File: src/rtl/sort_pkg.sv
// Shared types for the sorter stream adapter: frame geometry, word/frame types, FSM states.
package sort_pkg;
  localparam int N  = 5;
  localparam int W  = 8;
  localparam int IW = (N > 1) ? $clog2(N) : 1;

  typedef logic [W-1:0] word_t;
  typedef word_t frame_t [N];

  typedef enum logic [1:0] {COLLECT, LOAD, SORT, EMIT} sort_adapt_state_t;
endpackage

File: src/rtl/sort_stream_serializer.sv
// Replays a captured sorted frame as a valid/ready stream, one word per handshake.
// Output is held stable while out_ready is low; done pulses with the out_last handshake.
module sort_stream_serializer
  import sort_pkg::*;
(
  input  logic   clk,
  input  logic   reset,
  input  logic   capture,
  input  frame_t result,
  input  logic   out_ready,
  output logic   out_valid,
  output word_t  out_data,
  output logic   out_last,
  output logic   done
);
  frame_t        obuf;
  logic [IW-1:0] oidx;

  always_ff @(posedge clk or posedge reset) begin
    if (reset) begin
      obuf      <= '{default: '0};
      oidx      <= '0;
      out_valid <= 1'b0;
    end else if (capture) begin
      obuf      <= result;
      oidx      <= '0;
      out_valid <= 1'b1;
    end else if (out_valid && out_ready) begin
      if (oidx == IW'(N - 1)) begin
        oidx      <= '0;
        out_valid <= 1'b0;
      end else begin
        oidx <= oidx + IW'(1);
      end
    end
  end

  // obuf is cleared on reset, so out_data reads 0 until the first capture
  assign out_data = obuf[oidx];
  assign out_last = out_valid && (oidx == IW'(N - 1));
  assign done     = out_last && out_ready;
endmodule

File: src/rtl/sort_stream_adapter.sv
// Collects N stream words, pulses sort_load, waits SORT_CYCLES, then replays the sorted frame.
// First out_valid comes SORT_CYCLES+2 cycles after the last accept; in_ready is low from LOAD to the out_last handshake.
module sort_stream_adapter
  import sort_pkg::*;
#(
  parameter int SORT_CYCLES = 5
) (
  input  logic   clk,
  input  logic   reset,
  input  logic   in_valid,
  output logic   in_ready,
  input  word_t  in_data,
  output logic   sort_load,
  output frame_t sort_data,
  input  frame_t sort_result,
  output logic   out_valid,
  input  logic   out_ready,
  output word_t  out_data,
  output logic   out_last,
  output logic   busy
);
  localparam int CW = $clog2(SORT_CYCLES) + 1;

  sort_adapt_state_t state;
  frame_t            in_buf;
  logic [IW-1:0]     idx;
  logic [CW-1:0]     cnt;
  logic              capture;
  logic              done;

  assign capture   = (state == SORT) && (cnt == CW'(SORT_CYCLES - 1));
  assign sort_data = in_buf;

  always_ff @(posedge clk or posedge reset) begin
    if (reset) begin
      state     <= COLLECT;
      in_buf    <= '{default: '0};
      idx       <= '0;
      cnt       <= '0;
      in_ready  <= 1'b0;
      sort_load <= 1'b0;
      busy      <= 1'b0;
    end else begin
      sort_load <= 1'b0;
      case (state)
        COLLECT: begin
          in_ready <= 1'b1;
          if (in_valid && in_ready) begin
            in_buf[idx] <= in_data;
            if (idx == IW'(N - 1)) begin
              // in_ready drops together with the last accept so no extra word slips in
              idx       <= '0;
              in_ready  <= 1'b0;
              sort_load <= 1'b1;
              busy      <= 1'b1;
              state     <= LOAD;
            end else begin
              idx <= idx + IW'(1);
            end
          end
        end
        LOAD: begin
          cnt   <= '0;
          state <= SORT;
        end
        SORT: begin
          cnt <= cnt + CW'(1);
          if (capture) state <= EMIT;
        end
        EMIT: begin
          if (done) begin
            in_ready <= 1'b1;
            busy     <= 1'b0;
            state    <= COLLECT;
          end
        end
        default: state <= COLLECT;
      endcase
    end
  end

  sort_stream_serializer u_ser (
    .clk       (clk),
    .reset     (reset),
    .capture   (capture),
    .result    (sort_result),
    .out_ready (out_ready),
    .out_valid (out_valid),
    .out_data  (out_data),
    .out_last  (out_last),
    .done      (done)
  );
endmodule

File: config.mk
export PLATFORM = sky130hd
export DESIGN_NAME = sort_stream_adapter
export DESIGN_NICKNAME = d
export VERILOG_FILES = /design/src/rtl/sort_pkg.sv /design/src/rtl/sort_stream_serializer.sv /design/src/rtl/sort_stream_adapter.sv
export SDC_FILE = /design/constraint.sdc
export NUM_CORES = 1
export LEC_CHECK = 0
export CAP_MARGIN = 20
export CORE_ASPECT_RATIO = 2
export CORE_MARGIN = 2
export CORE_UTILIZATION = 30
export CTS_BUF_LIST = sky130_fd_sc_hd__clkbuf_8
export DETAILED_ROUTE_END_ITERATION = 8
export PLACE_DENSITY = 0.67
export SETUP_SLACK_MARGIN = 0.05
export SLEW_MARGIN = 10
export SYNTH_ARGS = -nofsm -noshare
export SYNTH_HDL_FRONTEND = slang
export SYNTH_SLANG_ARGS = --single-unit
File: constraint.sdc
create_clock -name clk -period 2.87 [get_ports clk]
set_input_delay 0.4305 -clock clk [delete_from_list [all_inputs] [get_ports clk]]
set_output_delay 0.4305 -clock clk [all_outputs]
set_load 0.05 [all_outputs]
* Yosys cells after proc, flatten, opt, wreduce, memory -nomap -nowiden
Cells that the tools add are included.
Operators by class: add/sub/neg operators 3, $lt $le $gt $ge 3, equality and inequality tests 10, mux-type cells 30, bitwise gates (word level) 2, reductions and logical operators 16
Operators by type and width (count):
- bitwise mux 40 bit | 1
- binary-select mux 8 bit (select 3 bit) | 1
- demux 8 bit (select 3 bit) | 1
- 2-to-1 mux 8 bit | 3
- 2-to-1 mux 1 bit | 12
- 2-to-1 mux 3 bit | 4
- >= comparator 4 bit, second input constant | 2
- 2-to-1 mux 2 bit | 4
- inequality test 2 bit, second input constant | 4
- inverter 3 -> 4 bit | 2
- one-hot mux 2 bit (4 select lines) | 1
- one-hot mux 4 bit (2 select lines) | 1
- AND reduction 4 bit | 2
- nonzero test 2 bit | 4
- adder 3 x 1 -> 3 bit, second input constant | 2
- equality test 3 bit, second input constant | 2
- logical AND 1 bit | 6
- AND reduction 2 bit | 3
- adder 4 x 1 -> 4 bit, second input constant | 1
- equality test 2 bit, second input constant | 2
- equality test 4 x 3 -> 1 bit, second input constant | 1
- less-than comparator 4 x 1 -> 1 bit, second input constant | 1
- one-hot mux 1 bit (2 select lines) | 2
- equality test 2 x 1 -> 1 bit, second input constant | 1
- zero test 2 bit | 1
Word-level totals: bits in registers 96, input bits 52, output and inout bits 53, word-level logic and storage cells 82

* Logic depth before layout (Yosys ltp)
Gate-level depths: netlist (run 1).
depth after elaboration 6, gate-level depth with buffers 7, depth with buffers taken out 5

* Cells and area by module
From an unflattened synthesis (run 1), not the netlist that was laid out.
Second synthesis, totals: cells, all modules 311, area, all modules 4360.4 sq um
By module, submodules not included:
- sort_stream_adapter | times used 1, cells each 159, area each 2314.7 sq um, sequential area each 1301.2 sq um
- sort_stream_serializer | times used 1, cells each 152, area each 2045.7 sq um, sequential area each 1101.1 sq um

* Worst setup path before layout (run 1)
OpenSTA, ideal clock, no wires.
path kind register to output, from register u_ser.oidx[0], to output port out_data[0], arrival 2.046 ns, required time 2.440 ns, path slack 0.393 ns, cell stages (with the launch flop) 5, buffers on the path 1, path through dfrtp_1 > buf_2 > mux4_2 > inv_1 > o21ai_0
Between the ends: longest elaborated chain between the ends 4
Ends and longest elaborated chain:
- from (decl) | line sort_stream_serializer.sv:17 | logic [IW-1:0] oidx;
- from (signal assigned) | line sort_stream_serializer.sv:33 | oidx <= oidx + IW'(1);
- inverter 3 -> 4 bit (not written as such) | line sort_stream_serializer.sv:39 | assign out_data = obuf[oidx];
- binary-select mux 8 bit (select 3 bit) | line sort_stream_serializer.sv:39
- 2-to-1 mux 8 bit (not written as such) (2 in a row) | line sort_stream_serializer.sv:39
- to (decl) | line sort_stream_adapter.sv:18 | output word_t out_data,
No other way between the ends. The select of a mux whose other input is x is not followed.

* Final worst setup path (run 1)
from register u_ser.oidx[1], to output port out_last
Between the ends: longest elaborated chain between the ends 2
Ends and longest elaborated chain:
- equality test 3 bit | line sort_stream_serializer.sv:40 | assign out_last = out_valid && (oidx == IW'(N - 1));
- logical AND 1 bit | line sort_stream_serializer.sv:40
- to (decl) | line sort_stream_adapter.sv:19 | output logic out_last,
No other way between the ends.

==> key figures, run 1 <==
Layout
  – Layout cell share with drive strength beyond 1: 0.304
  – Final Instance Area: 5700 µm²
  – Final Core Density: 0.415
  – Fill count: 1296
  – Synthesis-to-layout area growth: 36.1%
  – Area of the multi-input gates: 1640 µm²
  – N_diodes: 0
  – Fin nets: 471
  – Register area: 2400 µm²
  – Finished Layout Cells: 572

GRT
  – Vias in the first global route: 2787
  – Largest net degree at the start of global routing: 97
  – Total grt overflow: 0
  – Initial antenna violation count: 0
  – Total Routing Usage GR: 0.123
  – Global-route wire length before repair: 14.5 mm

Route
  – DR vias: 2705
  – Initial DRT Pass Iterations: 4
  – Routed WL: 8.86 mm
  – Post-DR wirelength/cell: 15.5 µm
  – Initial DRC count: 86
  – Final ANT Viol Nets: 0
  – Routed vias/inst: 4.73
  – Drc violations: 0

STA
  – Slew HR: 0.553
  – Setup tns final: 0 ps
  – Min Tclk post-route: 2560 ps
  – Final hold vios: 0
  – Worst slew pin tran: 667 ps
  – Fmax: 391 MHz
  – Slew Limit Fails: 0
  – Final setup margin: 315 ps
  – Final period util: 0.890
  – Clock skew: 11.8 ps
  – Hold_ws: 511 ps
  – RSZ-0062 raised after global routing: no
  – Final setup vio count: 0

Clocking
  – Root Driver: clkbuf_8
  – Inserted Clock Buffers: 9
  – CTS Hold Bufs: 0
  – Max Root-Sink Buffers: 2
  – Worst-skew pair later-pin latency: 360 ps
  – CTS tree: built
  – Worst-path clk slew: 90 ps
  – CTS HTree Levels: 3
  – CTS Sinks: 96

Min path
  – Hold Crit Start: u_ser.obuf[28]
  – Min-delay worst type: flop to flop
  – WHS Path Cells: 1

Power
  – Switching Share: 0.428
  – Comb pwr share: 0.547
  – P_sw: 3.10 mW
  – Power Total: 7.24 mW
  – Peak VDD IR: 0.000758 V
  – PD cells: 1270 nW/µm²
  – Pleak: 2.43 nW
  – Clock Power Share: 0.128
  – Pint: 4.14 mW
  – Seq pwr share: 0.324

Placed design
  – Hpwl dp: 6.32 mm
  – Worst slack, placed: 597 ps
  – Gpl congestion: 0.773
  – Port Buf Inserts: 104
  – Post-DP Area: 5490 µm²
  – Placed cells: 556

Outcome
  – Status: completed

Yosys
  – Net Count, Synth: 363
  – Dominant synthesized flop cell: dfrtp_1
  – Post-synthesis cell area: 4190 µm²
  – Warnings from Yosys: 0
  – Async set-reset flop share out of synthesis: 1.00
  – Synthesized flop and latch total: 96
  – Library cells used by synthesis: 34
  – Cell count after synthesis: 302
  – Number of synthesized flops with an enable pin: 0
  – Avg Inst Size Synth: 13.9 µm²
  – Register area share after synthesis: 0.574

Setup path
  – Biggest cell delay along the critical path: 790 ps
  – Arr. time, crit path: 2120 ps
  – Crit Path Class: flop to primary output
  – Critical Path Sink Type: primary output
  – CP max stage cell: clkdlybuf4s50_1
  – Cells on worst reg2reg path: 5
  – Setup crit start kind: flop
  – Critical Path, Cell by Cell: inv_1, ha_1, and3_1, clkdlybuf4s50_1
  – Worst setup path startpoint: u_ser.oidx[1]
  – CP Max Fanout: 12
  – Required @ worst endpoint: 2440 ps
  – Reg2reg start: state[1]

Flow run
  – Max cap viols: 0

Die
  – Die width: 87.5 µm
  – Ports: 105
  – Cell row count: 61
  – Die Height: 171 µm
  – Die Area: 15000 µm²
  – Starting Density: 0.305
  – Core ar.: 13700 µm²
[flip-flops by register name (all words and copies together), names as in the netlist]
signal           count
state                2
busy                 1
u_ser.oidx           3
sort_load            1
sort_data           40
in_ready             1
u_ser.out_valid      1
cnt                  4
u_ser.obuf          40
idx                  3
[metal layers]
| metal | wire [µm] | global-route usage |
|---|---|---|
| met2 | 3740 | 0.173 |
| met5 | 0 | 0 |
| met1 | 4090 | 0.168 |
| met3 | 925 | 0.0603 |
| met4 | 98 | 0.0321 |
[power groups by stage]
stage	Clock (mW)	Combinational, mW	Sequential (mW)
final	0.928	3.96	2.35
after global routing	1.02	4.22	2.44
after detailed placement	0	3.99	2.38
after floorplan	0	1.68	3.21
after global placement	0	3.95	2.35
after CTS	0.967	4.00	2.36
[final timing paths]
| kind | end | slack [ps] |
|---|---|---|
| min in group asynchronous | cnt[3] | 540 |
| min reg2reg | u_ser.obuf[28] | 510 |
| max reg2reg | sort_data[31] | 800 |
| max in group asynchronous | u_ser.oidx[1] | 1910 |
| max | out_last | 310 |
| min | u_ser.obuf[28] | 510 |
[cell type report]
type | count | share of cell area
sequential | 96 | 0.422
multi-input combinational | 174 | 0.288
timing repair buffer | 109 | 0.206
tap | 157 | 0.0345
clock buffer | 9 | 0.0217
clock inverter | 7 | 0.0149
inverter | 20 | 0.0138
[repair_timing]
action,in CTS,in global routing
gates resized for setup,0,1
endpoints found under the setup margin,0,1
setup buffers,0,0
[worst max-delay path: cells and delay by family, from the launching register on]
| family | cells | cell delay [ps] |
|---|---|---|
| DFF | 1 | 520 |
| adders and majority gates | 1 | 200 |
| buffers and inverters | 2 | 880 |
| and+or+nand+nor | 1 | 170 |
[logic make-up (layout without fill, tap and decap cells)]
| kind of cell | Yosys count | after routing | synth area share |
|---|---|---|---|
| flip-flops | 96 | 96 | 0.574 |
| multiplexers | 90 | 90 | 0.263 |
| AND/OR/NAND/NOR | 47 | 47 | 0.0610 |
| buffers and inverters | 32 | 145 | 0.0347 |
| AO/OA/AOI/OAI | 28 | 28 | 0.0401 |
| adder cells (fa/ha/maj) | 9 | 9 | 0.0269 |
[placed cells by master, fill, tap and decap left out, drive strengths merged, types with 6 or more instances in the layout]
| cell type | instances |
|---|---|
| nand4 | 6 |
| dfrtp | 96 |
| ha | 9 |
| buf | 13 |
| o21ai | 16 |
| inv | 23 |
| mux4 | 8 |
| clkbuf | 9 |
| nand3 | 7 |
| mux2 | 81 |
| nor2 | 6 |
| clkdlybuf4s50 | 96 |
| nand2 | 17 |
[cell usage after synthesis (3+ instances only)]
| cell type | number | share of area |
|---|---|---|
| a21boi_0 | 3 | 0.0054 |
| buf_2 | 5 | 0.0060 |
| clkbuf_1 | 4 | 0.0036 |
| dfrtp_1 | 96 | 0.57 |
| ha_1 | 9 | 0.027 |
| inv_1 | 20 | 0.018 |
| mux2_2 | 81 | 0.22 |
| mux4_2 | 8 | 0.043 |
| nand2_1 | 17 | 0.015 |
| nand3_1 | 6 | 0.0072 |
| nand4_1 | 6 | 0.0090 |
| nor2_1 | 5 | 0.0045 |
| o21ai_0 | 16 | 0.019 |
No activity file was read; power rests on OpenSTA's default activity.
==> run 2: changes to the inputs <==
--- a/config.mk
+++ b/config.mk
@@ -6,7 +6,7 @@
 export NUM_CORES = 1
 export LEC_CHECK = 0
 export CAP_MARGIN = 20
-export CORE_ASPECT_RATIO = 2
+export CORE_ASPECT_RATIO = 1.1
 export CORE_MARGIN = 2
 export CORE_UTILIZATION = 30
 export CTS_BUF_LIST = sky130_fd_sc_hd__clkbuf_8
==> key figures, run 2 (synthesis gave the netlist of run 1 again) <==
STA
  – Slew HR: 0.587
  – Final period util: 0.890
  – Slew Limit Fails: 0
  – Worst slew pin tran: 618 ps
  – Setup tns final: 0 ps
  – Clock skew: 14.3 ps
  – Fmax: 391 MHz
  – Final hold vios: 0
  – Final setup vio count: 0
  – Min Tclk post-route: 2550 ps
  – RSZ-0062 raised after global routing: no

Route
  – DR vias: 2789
  – Post-DR wirelength/cell: 15.8 µm
  – Routed WL: 9.54 mm
  – Final ANT Viol Nets: 0
  – Initial DRT Pass Iterations: 4
  – Drc violations: 0
  – Routed vias/inst: 4.61
  – Initial DRC count: 119

GRT
  – Vias in the first global route: 2984
  – Initial antenna violation count: 0
  – Total Routing Usage GR: 0.133
  – Total grt overflow: 0
  – Largest net degree at the start of global routing: 97
  – Global-route wire length before repair: 15.3 mm

Clocking
  – Worst-skew pair later-pin latency: 370 ps
  – CTS Hold Bufs: 0
  – CTS Sinks: 96
  – Inserted Clock Buffers: 9
  – Post-CTS Resized: 0
  – Max Root-Sink Buffers: 2
  – CTS tree: built
  – CTS HTree Levels: 3
  – Setup bufs post-CTS: 0
  – Worst-path clk slew: 90 ps
  – Root Driver: clkbuf_8

Die
  – Cell row count: 45
  – Die Height: 128 µm
  – Die Area: 14900 µm²
  – Starting Density: 0.305
  – Ports: 105
  – Die width: 117 µm
  – Core ar.: 13700 µm²

Setup path
  – Critical Path, Cell by Cell: buf_4, nor3b_1, buf_4, nand2_1, o21ai_0, buf_12
  – Critical Path Sink Type: primary output
  – Arr. time, crit path: 2120 ps
  – Crit Path Class: flop to primary output
  – Biggest cell delay along the critical path: 540 ps
  – Cells on worst reg2reg path: 5
  – Setup crit start kind: flop
  – CP Max Fanout: 10
  – R2r setup slk: 830 ps
  – Reg2reg start: state[0]
  – Required @ worst endpoint: 2440 ps
  – Reg-to-Reg End: sort_data[37]
  – CP max stage cell: nor3b_1
  – Most common cell on crit path: buf_4

Power
  – Pleak: 2.46 nW
  – Power Total: 7.40 mW
  – PD cells: 1280 nW/µm²
  – Peak VDD IR: 0.000793 V

Min path
  – Hold Crit Start: u_ser.obuf[22]
  – Hold Path End: u_ser.obuf[22]
  – WHS Path Cells: 1
  – Min-delay worst type: flop to flop

Placed design
  – Hpwl dp: 6.69 mm
  – Gpl congestion: 0.778
  – Port Buf Inserts: 104

Layout
  – Layout cell share with drive strength beyond 1: 0.300
  – Synthesis-to-layout area growth: 38.2%
  – Fill count: 1333
  – Fin nets: 474
  – N_diodes: 0
  – Commonest cells after routing, fill and taps aside: 96 x dfrtp_1, 96 x clkdlybuf4s50_1, 81 x mux2_2

Flow run
  – Max cap viols: 0

Outcome
  – Status: completed
[run 2: cell types whose count changed in the layout (fill, tap and decap cells not counted), sizes merged]
| cell | delta |
|---|---|
| buf | +3 |
| bufinv | +2 |
| clkbuf | +1 |
| clkinv | -1 |
| clkinvlp | -1 |
| inv | -2 |
[run 2: per-layer routing]
| layer | vias up | routed length (µm) | global-route usage |
|---|---|---|---|
| li1 | 1293 | - | - |
| met1 | 1400 | 4170 | 0.160 |
| met2 | 86 | 4480 | 0.218 |
| met3 | 10 | 791 | 0.0586 |
| met4 | 0 | 99 | 0.0360 |
| met5 | - | 0 | 0 |
[run 2: layout make-up]
type	instances	area (µm²)	area share
inverters	20	78.8	0.0136
repair buffers	112	1190	0.206
flip-flops and latches	96	2400	0.415
clock buffers	10	138	0.0238
well taps	188	235	0.0407
multi-input cells	174	1640	0.283
clock inverters	5	97.6	0.0169
[run 2: how the worst max path moves through the flow]
stage                        from             to  slack [ps]  depth (start not counted)
floorplan           u_ser.oidx[0]    out_data[0]         390                          4
global placement         in_valid  sort_data[39]         680                          4
detailed placement       in_valid  sort_data[33]         650                          4
CTS                 u_ser.oidx[0]    out_data[4]         250                          6
global route        u_ser.oidx[0]    out_data[3]         120                          6
finish              u_ser.oidx[0]    out_data[4]         320                          6
[run 2: through the flow]
stage,worst slack [ps],hold slack [ps],utilization,area (µm²),cells
2_1_floorplan,393,474,-,4190,302
3_3_place_gp,683,483,0.404,5550,590
3_5_place_dp,650,488,0.404,5550,590
4_1_cts,248,509,0.421,5780,605
5_1_grt,118,518,0.421,5780,605
6_report,315,505,0.421,5780,605
[run 2: critical path: cells and delay by family, from the launching register on]
family	cells	cell delay (ps)
and+or+nand+nor	2	590
AOI/OAI and AO/OA	1	140
buffers and inverters	3	640
DFF	1	410
[run 2: power breakdown]
part	internal (mW)	switching (mW)	total, mW
Clock	0.592	0.449	1.04
Combinational	1.76	2.26	4.02
Sequential	1.97	0.370	2.34
Total	4.32	3.08	7.40
==> run 3: changes to the inputs <==
--- a/config.mk
+++ b/config.mk
@@ -5,13 +5,15 @@
 export SDC_FILE = /design/constraint.sdc
 export NUM_CORES = 1
 export LEC_CHECK = 0
+export ABC_AREA = 1
 export CAP_MARGIN = 20
 export CORE_ASPECT_RATIO = 1.1
 export CORE_MARGIN = 2
-export CORE_UTILIZATION = 30
+export CORE_UTILIZATION = 46
 export CTS_BUF_LIST = sky130_fd_sc_hd__clkbuf_8
 export DETAILED_ROUTE_END_ITERATION = 8
-export PLACE_DENSITY = 0.67
+export GPL_TIMING_DRIVEN = 1
+export PLACE_DENSITY = 0.9
 export SETUP_SLACK_MARGIN = 0.05
 export SLEW_MARGIN = 10
 export SYNTH_ARGS = -nofsm -noshare
==> key figures, run 3 <==
STA
  – Clock skew: 11.7 ps
  – Setup tns final: 0 ps
  – Min Tclk post-route: 2650 ps
  – Slew Limit Fails: 0
  – Hold_ws: 480 ps
  – Slew HR: 0.520
  – RSZ-0062 raised after global routing: no
  – Worst slew pin tran: 718 ps
  – Fmax: 378 MHz
  – Final setup margin: 225 ps
  – Final hold vios: 0
  – Final setup vio count: 0
  – Final period util: 0.922

Clocking
  – Setup bufs post-CTS: 0
  – CTS Sinks: 96
  – Worst-path clk slew: 90 ps
  – Inserted Clock Buffers: 9
  – Worst-skew pair later-pin latency: 360 ps
  – CTS Hold Bufs: 0
  – CTS HTree Levels: 3
  – Root Driver: clkbuf_8
  – Post-CTS Resized: 0
  – Max Root-Sink Buffers: 2
  – CTS tree: built

Die
  – Ports: 105
  – Die width: 96.7 µm
  – Die Height: 106 µm
  – Cell row count: 37
  – Die Area: 10200 µm²
  – Starting Density: 0.469
  – Core ar.: 9260 µm²

Placed design
  – Worst slack, placed: 637 ps
  – Gpl congestion: 0.809
  – Placed cells: 695
  – Post-DP Area: 5430 µm²
  – Hpwl dp: 7.44 mm
  – Port Buf Inserts: 104

Setup path
  – Critical Path Sink Type: primary output
  – Required @ worst endpoint: 2440 ps
  – Reg-to-Reg End: u_ser.obuf[31]
  – Setup crit start kind: flop
  – R2r setup slk: 750 ps
  – End of the critical path: out_data[6]
  – Cells on worst reg2reg path: 6
  – Crit Path Class: flop to primary output
  – Reg2reg start: state[0]
  – Worst setup path startpoint: u_ser.oidx[0]
  – Arr. time, crit path: 2210 ps
  – CP Max Fanout: 20

GRT
  – Total grt overflow: 0
  – Largest net degree at the start of global routing: 97
  – Global-route wire length before repair: 17.0 mm
  – Most Used Layer, Global Route: met2
  – Total Routing Usage GR: 0.205
  – M1 GR Usage: 0.247
  – Vias in the first global route: 3603
  – Initial antenna violation count: 0
  – Met3 Usage GRT: 0.0697
  – Grt met2 use: 0.344

Min path
  – Min-delay worst type: flop to flop

Flow run
  – Max cap viols: 0

Layout
  – Layout cell share with drive strength beyond 1: 0.0860
  – Commonest non-fill, non-tap cell in the layout: nand2_1
  – Synthesis-to-layout area growth: 29.9%
  – Fin nets: 650
  – Finished Layout Cells: 710
  – N_diodes: 0
  – Final Instance Area: 5650 µm²
  – Commonest cells after routing, fill and taps aside: 126 x nand2_1, 96 x dfrtp_1, 95 x clkdlybuf4s50_1
  – Final Core Density: 0.610

Power
  – PD cells: 1270 nW/µm²
  – Pleak: 2.81 nW
  – Peak VDD IR: 0.000858 V
  – Power Total: 7.18 mW

Yosys
  – Cell count after synthesis: 492
  – Yosys top cell by area: dfrtp_1
  – Dominant synthesized flop cell: dfrtp_1
  – Net Count, Synth: 553
  – Largest cells by area after synthesis: dfrtp_1 55%, nand2_1 11%, o21ai_1 7.1%, inv_1 5.3%, nand3_1 3.6%
  – Most common cell in the netlist: nand2_1
  – Warnings from Yosys: 0
  – Yosys top cell area share: 0.553
  – Post-synthesis cell area: 4350 µm²
  – Synthesized flop and latch total: 96
  – Avg Inst Size Synth: 8.83 µm²
  – Post-synth top cells: 126 x nand2_1, 96 x dfrtp_1, 62 x o21ai_1
  – Library cells used by synthesis: 28
  – Number of synthesized flops with an enable pin: 0
  – Async set-reset flop share out of synthesis: 1.00
  – Register area share after synthesis: 0.553

Route
  – Initial DRC count: 221
  – DR vias: 3561
  – Post-DR wirelength/cell: 14.3 µm
  – Initial DRT Pass Iterations: 4
  – Final ANT Viol Nets: 0
  – Routed WL: 10.2 mm
  – Drc violations: 0
  – Routed vias/inst: 5.02

Outcome
  – Status: completed
run 3: worst max-delay path: stages, from the launching register on:
cell     delay (ps)
dfrtp_1         770
inv_2           300
nand2_1         300
inv_1           120
nand3_1          90
nand2_1          80
buf_4           190
run 3: worst min path at each step:
stage,from,to,slack [ps],cells after the start
floorplan,u_ser.obuf[15],u_ser.obuf[15],450,2
global placement,busy,busy,470,2
detailed placement,busy,busy,460,2
CTS,busy,busy,480,2
global route,sort_data[36],sort_data[36],520,2
finish,busy,busy,480,2
run 3: layout make-up:
cell class / instances / area (µm²)
flip-flops and latches: 96 / 2400
inverters: 67 / 256
repair buffers: 107 / 1070
clock buffers: 9 / 124
multi-input cells: 308 / 1560
well taps: 117 / 146
fillers: 769 / 3610
clock inverters: 6 / 91.3
run 3: cell families after synthesis:
| family | share of synthesized area |
|---|---|
| AND/OR/NAND/NOR | 0.206 |
| AO/OA/AOI/OAI | 0.125 |
| flip-flops | 0.553 |
| buffers and inverters | 0.0887 |
| adder cells (fa/ha/maj) | 0.0259 |
| XOR/XNOR | 0.00202 |
run 3: power breakdown:
part / leakage [nW] / internal (mW) / total (mW) / switching [mW]
logic: 1.61 / 1.26 / 3.83 / 2.58
registers: 1.09 / 1.94 / 2.39 / 0.443
clock network: 0.110 / 0.492 / 0.964 / 0.471
run 3: routing by layer:
layer | vias to the layer above | wire length [µm]
met5 | - | 0
met4 | 0 | 197
met3 | 16 | 785
met2 | 95 | 5030
met1 | 1679 | 4130
li1 | 1771 | -
